<file path="src/rtl/load_store_unit.sv">
// Load/store unit: turns byte/half/word requests into aligned 32-bit word accesses.
// Sub-word stores use read-modify-write; sub-word loads are lane-extracted and extended.
module load_store_unit (
  input  logic        clk,
  input  logic        rst,
  input  logic        req_valid,
  output logic        req_ready,
  input  logic        req_we,
  input  logic [2:0]  req_op,
  input  logic [31:0] req_addr,
  input  logic [31:0] req_wdata,
  output logic        resp_valid,
  input  logic        resp_ready,
  output logic [31:0] resp_rdata,
  output logic        resp_err,
  output logic        mem_read,
  output logic        mem_write,
  output logic [31:0] mem_addr,
  output logic [31:0] mem_wdata,
  input  logic [31:0] mem_rdata
);

  typedef enum logic [1:0] {S_IDLE, S_READ, S_WRITE, S_RESP} state_t;

  state_t      r_state, w_state_next;
  logic        r_we;
  logic        r_err;
  logic [2:0]  r_op;
  logic [31:0] r_addr;
  logic [31:0] r_wdata;
  logic [31:0] r_word;

  logic        w_req_err;
  logic [7:0]  w_byte;
  logic [15:0] w_half;
  logic [31:0] w_load;
  logic [31:0] w_wdata_rep;
  logic [31:0] w_merged;
  logic [3:0]  w_lane_en;

  assign w_req_err = (req_op[1:0] == 2'b11)
                   | ((req_op[1:0] == 2'b01) & req_addr[0])
                   | ((req_op[1:0] == 2'b10) & (|req_addr[1:0]));

  always_comb begin
    w_state_next = r_state;
    req_ready    = 1'b0;
    resp_valid   = 1'b0;
    mem_read     = 1'b0;
    mem_write    = 1'b0;
    case (r_state)
      S_IDLE: begin
        req_ready = 1'b1;
        if (req_valid) begin
          if (w_req_err)
            w_state_next = S_RESP;
          else if (!req_we || req_op[1:0] != 2'b10)
            w_state_next = S_READ;
          else
            w_state_next = S_WRITE;
        end
      end
      S_READ: begin
        mem_read     = 1'b1;
        w_state_next = r_we ? S_WRITE : S_RESP;
      end
      S_WRITE: begin
        mem_write    = 1'b1;
        w_state_next = S_RESP;
      end
      S_RESP: begin
        resp_valid = 1'b1;
        if (resp_ready)
          w_state_next = S_IDLE;
      end
      default: w_state_next = S_IDLE;
    endcase
  end

  always_ff @(posedge clk or posedge rst) begin
    if (rst) begin
      r_state <= S_IDLE;
      r_we    <= 1'b0;
      r_err   <= 1'b0;
      r_op    <= 3'd0;
      r_addr  <= 32'd0;
      r_wdata <= 32'd0;
      r_word  <= 32'd0;
    end else begin
      r_state <= w_state_next;
      if (r_state == S_IDLE && req_valid) begin
        r_we    <= req_we;
        r_err   <= w_req_err;
        r_op    <= req_op;
        r_addr  <= req_addr;
        r_wdata <= req_wdata;
      end
      if (r_state == S_READ)
        r_word <= mem_rdata;
    end
  end

  // Load path: lane select from the captured word, then sign/zero extend.
  always_comb begin
    w_byte = r_word[{r_addr[1:0], 3'b000} +: 8];
    w_half = r_addr[1] ? r_word[31:16] : r_word[15:0];
    case (r_op[1:0])
      2'b00:   w_load = r_op[2] ? {24'd0, w_byte} : {{24{w_byte[7]}}, w_byte};
      2'b01:   w_load = r_op[2] ? {16'd0, w_half} : {{16{w_half[15]}}, w_half};
      default: w_load = r_word;
    endcase
  end

  // Store path: replicate store data across lanes, then enable only the target lanes.
  always_comb begin
    case (r_op[1:0])
      2'b00:   w_wdata_rep = {4{r_wdata[7:0]}};
      2'b01:   w_wdata_rep = {2{r_wdata[15:0]}};
      default: w_wdata_rep = r_wdata;
    endcase
  end

  genvar gi;
  generate
    for (gi = 0; gi < 4; gi++) begin : g_lane
      assign w_lane_en[gi] = (r_op[1:0] == 2'b10)
                           | ((r_op[1:0] == 2'b00) & (r_addr[1:0] == 2'(gi)))
                           | ((r_op[1:0] == 2'b01) & (r_addr[1] == 1'(gi >> 1)));
      assign w_merged[gi*8 +: 8] = w_lane_en[gi] ? w_wdata_rep[gi*8 +: 8] : r_word[gi*8 +: 8];
    end
  endgenerate

  assign mem_addr   = {r_addr[31:2], 2'b00};
  assign mem_wdata  = mem_write ? w_merged : 32'd0;
  assign resp_err   = (r_state == S_RESP) & r_err;
  assign resp_rdata = (r_state == S_RESP && !r_we && !r_err) ? w_load : 32'd0;

endmodule
</file>
<file path="config.mk">
export PLATFORM = sky130hd
export DESIGN_NAME = load_store_unit
export DESIGN_NICKNAME = d
export VERILOG_FILES = /design/src/rtl/load_store_unit.sv
export SDC_FILE = /design/constraint.sdc
export NUM_CORES = 1
export LEC_CHECK = 0
export ABC_AREA = 0
export CORE_ASPECT_RATIO = 1.2
export CORE_MARGIN = 1.5
export CORE_UTILIZATION = 49
export DETAILED_ROUTE_END_ITERATION = 10
export HOLD_SLACK_MARGIN = 0.05
export PLACE_DENSITY = 0.95
export SETUP_SLACK_MARGIN = 0.4
export SLEW_MARGIN = 10
export SYNTH_ARGS = -nofsm -noshare
export SYNTH_HDL_FRONTEND = slang
export SYNTH_SLANG_ARGS = --single-unit
</file>
<file path="constraint.sdc">
create_clock -name clk -period 5.15 [get_ports clk]
set_input_delay 1.03 -clock clk [delete_from_list [all_inputs] [get_ports clk]]
set_output_delay 1.03 -clock clk [all_outputs]
set_load 0.01 [all_outputs]
</file>
* Yosys cells after proc, flatten, opt, wreduce, memory -nomap -nowiden
Index checks and enable logic that the tools add are counted.
W data, S select, Z words.
** Storage, ports and cells
- Bits in registers :: 103
- Input port bits :: 104
- Output and inout port bits :: 101
- Word-level logic and storage cells :: 75
** Cells by class
- Equal/unequal tests :: 14
- Shifts and indexed selects :: 1
- Mux-type cells :: 21
- Bitwise gates (word level) :: 20
- Reductions and logical operators :: 12
** Operators with widths (number)
- $mux W32 :: 4
- $pmux W32 S2 :: 2
- $mux W8 :: 4
- $shiftx A32 B6 Y8 :: 1
- $mux W16 :: 1
- $eq A2 B2 Y1 const B :: 7
- $or A1 B1 Y1 :: 10
- $and A1 B1 Y1 :: 9
- $eq A2 B1 Y1 const B :: 4
- $mux W2 :: 4
- $pmux W2 S4 :: 1
- $logic_not A2 Y1 :: 3
- $ne A2 B2 Y1 const B :: 3
- $mux W1 :: 5
- $logic_and A1 B1 Y1 :: 3
- $logic_not A1 Y1 :: 3
- $reduce_and A2 Y1 :: 1
- $reduce_or A2 Y1 :: 1
- $logic_or A1 B1 Y1 :: 1
- $not A1 Y1 :: 1

* Logic depth before layout (Yosys ltp)
- Depth after elaboration :: 7
- Gate-level depth with buffers :: 8
- Mapped depth without buffers :: 6

* Worst setup path after synthesis
OpenSTA, ideal clock, no wires.
- Path type :: reg-to-output
- Start point :: register r_state[1]
- End point :: output port resp_rdata[7]
- Arrival :: 1.721 ns
- Data required time :: 4.120 ns
- Slack :: 2.399 ns
- Cell stages (with the launch flop) :: 6
- Buffers on the path :: 1
- Cell sequence :: dfrtp_1 ha_1 or3b_1 clkbuf_1 a221o_1 a21oi_1
** On the way
- Longest elaborated chain between the ends :: 4
** RTL lines
- start, declared :: line 25 : state_t r_state, w_state_next;
- start signal, assigned :: line 90 : r_state <= w_state_next;
- $eq A2 B2 Y1 :: line 136 : assign resp_rdata = (r_state == S_RESP && !r_we && !r_err) ? w_load : 32'd0;
- $logic_and A1 B1 Y1 (2 in a row) :: line 136
- $mux W32 :: line 136
- end, declared :: line 14 : output logic [31:0] resp_rdata,
Every way passes these cells.

* Final worst setup path
- Start point :: register r_op[1]
- End point :: output port resp_rdata[30]
** On the way
- Longest elaborated chain between the ends :: 3
- Elaborated cells on any way between the ends :: 4
- Those cells by class :: eq/ne: 1; mux: 2; reduce/logical: 1
** RTL lines
- start, declared :: line 28 : logic [2:0] r_op;
- start signal, assigned :: line 94 : r_op <= req_op;
- $eq A2 B1 Y1 / $logic_not A2 Y1 (equally long branches) :: line 107 : case (r_op[1:0])
- $pmux W32 S2 (*) :: line 107
- $mux W32 (*) :: line 136
Every way passes the cells marked *; elsewhere a longest branch is shown, timed or not.

==> flow_summary.ini <==
[outcome]
outcome = complete, no violations

[yosys]
async_flop_share_pct = 100
ys_seq_area_share_pct = 44.4
ys_dominant_reg_cell = dfrtp_1
syn_inst = 531
synth_simple_gate_area_share_pct = 10.6
synthTopCellsByArea = dfrtp_1 44%, mux2_2 19%, mux2i_1 4.5%, buf_4 4.3%, nand2_1 3.8%
synth_xor_area_share_pct = 0
synthAdderAreaFrac_pct = 1.08
synth_area_um2 = 5800
ys_warn_count = 0
synth_top_area_share_pct = 44.4
synth-compound-area-share_pct = 12.1
ys_types = 47
yosysTopAreaCell = dfrtp_1
synth_top_family_by_area = multiplexers
synthMuxAreaShare_pct = 23.9
synth_edf_count = 0
avgSynthCellArea_um2 = 10.9
synth.ff_latch_count = 103

[finish]
layout-drive-gt1-share_pct = 20.7
regArea_um2 = 2580
nNetsFinal = 791
n_antenna_cell = 0
design_area_um2 = 7940
multi_input_area_um2 = 2780
final_util_pct = 68.6
fillers = 863
syn2layout_area_growth_pct = 36.8

[setup_path]
slowest_delay_ns = 0.66
worstPathCellList = buf_4 > or4b_4 > nor2_8 > o21ai_4 > nand2_1 > clkdlybuf4s50_1
setup.worst_path.class = reg -> out
cp-start-kind = flip-flop
cp.required_ns = 4.12
reg2reg_to = r_wdata[14]
reg2reg_setup_slack_ns = 2.72
crit_fanout = 28
crit_arrival_ns = 2.97
startpoint = r_op[1]
path_delay_family = simple AND/OR/NAND/NOR gates
r2r_cells = 5
crit_end = resp_rdata[30]
path_buf_inv = 2
slowest_stage = or4b_4
worst_setup_path_end_kind = output port
r2r-start = r_state[0]
crit_cells = 6

[drt]
via_per_inst = 5.61
drc_errors = 0
wirelength_um = 16700
vias = 4739
first_pass_iters = 5
avgRoutedWirePerCell_um = 19.8
ant_nets = 0
drt_iter0_markers = 371

[sta]
setup_viol = 0
max_freq_ghz = 0.250
grt_setup_unrepaired = no
min_period_ns = 4.00
worst_pin_slew_ns = 0.861
drv_slew = 0
finalSetupTns_ns = 0
setup_ws_ns = 1.15
max-slew-margin-rel_pct = 42.4
finalCritPeriodShare_pct = 77.8
fin_skew_ns = 0.00544
holdWs_ns = 0.504
finalHoldViolCount = 0

[power]
power_frac_clock_pct = 12.8
seq_power_share_pct = 34.3
p_sw_w = 0.00203
peakVddDrop_mv = 0.331
internal_power_w = 0.00306
p_per_area_nw_per_um2 = 641
combPwrFrac_pct = 52.8
p_leak_nw = 3.42
sw_frac_of_total_pct = 40.0

[cts]
clk_path_buf_depth = 2
cts_hold_buf = 0
clock_latency_ns = 0.35
post_cts_buffers = 0
cts_tree = yes
cts_sinks = 103
cts_root_buf = clkbuf_16
ctsResizeCount = 0
clk_transition_reported_paths_ns = 0.07
cts_buffers = 9
htreeDepth = 3

[placed_design]
io_buffers = 202
hpwl_um = 12800
pre_cts_ws_ns = 1.54
place_area_um2 = 7650
gp_congestion = 0.919

[hold_path]
hold_path_class = reg -> reg

[global_route]
antenna_found_initial = 0
grt_max_degree = 66
grt_pass1_vias = 4777
grt_pass1_wl_um = 25200
grt_overflow = 0
grt.total_usage_pct = 26.9

[floorplanning]
fp.dieH_um = 122
dieWidth_um = 102
core-area_um2 = 11600
initial_core_util_pct = 50.2
fp-row-count = 43
num_io_pins = 205
die-area_um2 = 12500

[flow_run]
cap_violations = 0
worst register-to-register path, delay by kind of cell (launching register included):
| family | cells | cell delay (ns) |
|---|---|---|
| AND/OR/NAND/NOR | 1 | 0.65 |
| buffers and inverters | 2 | 0.62 |
| multiplexers | 1 | 0.40 |
| flip-flops | 1 | 0.38 |
| adder cells (fa/ha/maj) | 1 | 0.26 |
layout by cell type, fill, tap and decap left out, types with 2 or more instances in the layout:
master           instances
clkdlybuf4s50_1        202
dfrtp_1                103
mux2_2                 100
nand2_1                 58
mux2i_1                 26
nand3_1                 24
a21oi_1                 24
o211a_1                 16
nor2_1                  13
o21ai_0                 12
nand2_2                 11
clkbuf_16                9
inv_1                    8
a22oi_1                  8
a221o_1                  8
o2bb2ai_1                8
buf_4                    6
ha_1                     5
nand2b_1                 4
nor2b_1                  3
o22ai_1                  3
nor2_2                   2
a21o_1                   2
and2_1                   2
conb_1                   2
clkbuf_1                 2
clkbuf_8                 2
clkinv_4                 2
metal layers:
layer | part of all wire, % | GRT usage [%]
met1 | 38 | 32.2
met2 | 50 | 45.0
met3 | 8.6 | 7.29
met4 | 3.3 | 12.4
met5 | 0 | 0
flip-flops by register name (all words and copies together) (netlist names):
| register | cells |
|---|---|
| r_addr | 32 |
| r_wdata | 32 |
| r_we | 1 |
| r_op | 3 |
| r_state | 2 |
| r_word | 32 |
| r_err | 1 |
layout make-up:
type                       count  area share, %
timing repair buffer         208           26.0
inverter                       9          0.457
tap                          157           2.47
multi-input combinational    351           35.0
clock buffer                  13           3.28
clock inverter                 3          0.331
sequential                   103           32.5
metrics by stage:
stage | total power [W] | cells
after floorplan | 0.00339 | 532
after global placement | 0.00433 | 828
after detailed placement | 0.00441 | 828
after CTS | 0.00509 | 844
after global routing | 0.00537 | 844
final | 0.00509 | 844
power groups by stage:
stage / clock [W] / sequential, W / combinational, W
floorplan: 0 / 0.00147 / 0.00192
global placement: 0 / 0.00172 / 0.00260
detailed placement: 0 / 0.00174 / 0.00267
CTS: 0.000671 / 0.00173 / 0.00269
global route: 0.000700 / 0.00178 / 0.00289
finish: 0.000653 / 0.00175 / 0.00269
cells by family after synthesis:
logic type,after synthesis
buffers and inverters,78
multiplexers,126
AO/OA/AOI/OAI,92
adder cells (fa/ha/maj),5
other,1
AND/OR/NAND/NOR,126
flip-flops,103
Yosys cell counts, types with 2 or more instances:
| cell type | n |
|---|---|
| nand2_1 | 59 |
| nor2_2 | 2 |
| inv_1 | 9 |
| a221o_1 | 8 |
| nand3_1 | 24 |
| mux2i_1 | 26 |
| mux2_2 | 100 |
| a22oi_1 | 8 |
| o211a_1 | 16 |
| buf_4 | 33 |
| and2_1 | 2 |
| a21oi_1 | 24 |
| ha_1 | 5 |
| o21ai_0 | 12 |
| dfrtp_1 | 103 |
| a21o_1 | 2 |
| clkbuf_1 | 15 |
| o22ai_1 | 3 |
| buf_2 | 9 |
| nor2b_1 | 3 |
| buf_1 | 8 |
| buf_6 | 4 |
| nand2b_1 | 4 |
| nand2_2 | 10 |
| nor2_1 | 13 |
| o2bb2ai_1 | 8 |
how the worst min path moves through the flow:
stage	from	to	slack (ns)	cells past startpoint
3_3_place_gp	r_addr[11]	r_addr[11]	0.49	1
5_1_grt	r_addr[21]	r_addr[21]	0.52	1
3_5_place_dp	r_addr[3]	r_addr[3]	0.49	1
2_1_floorplan	r_wdata[16]	r_wdata[16]	0.48	1
6_report	r_addr[8]	r_addr[8]	0.50	1
4_1_cts	r_addr[13]	r_addr[13]	0.51	1
No activity file was read; power rests on OpenSTA's default activity.
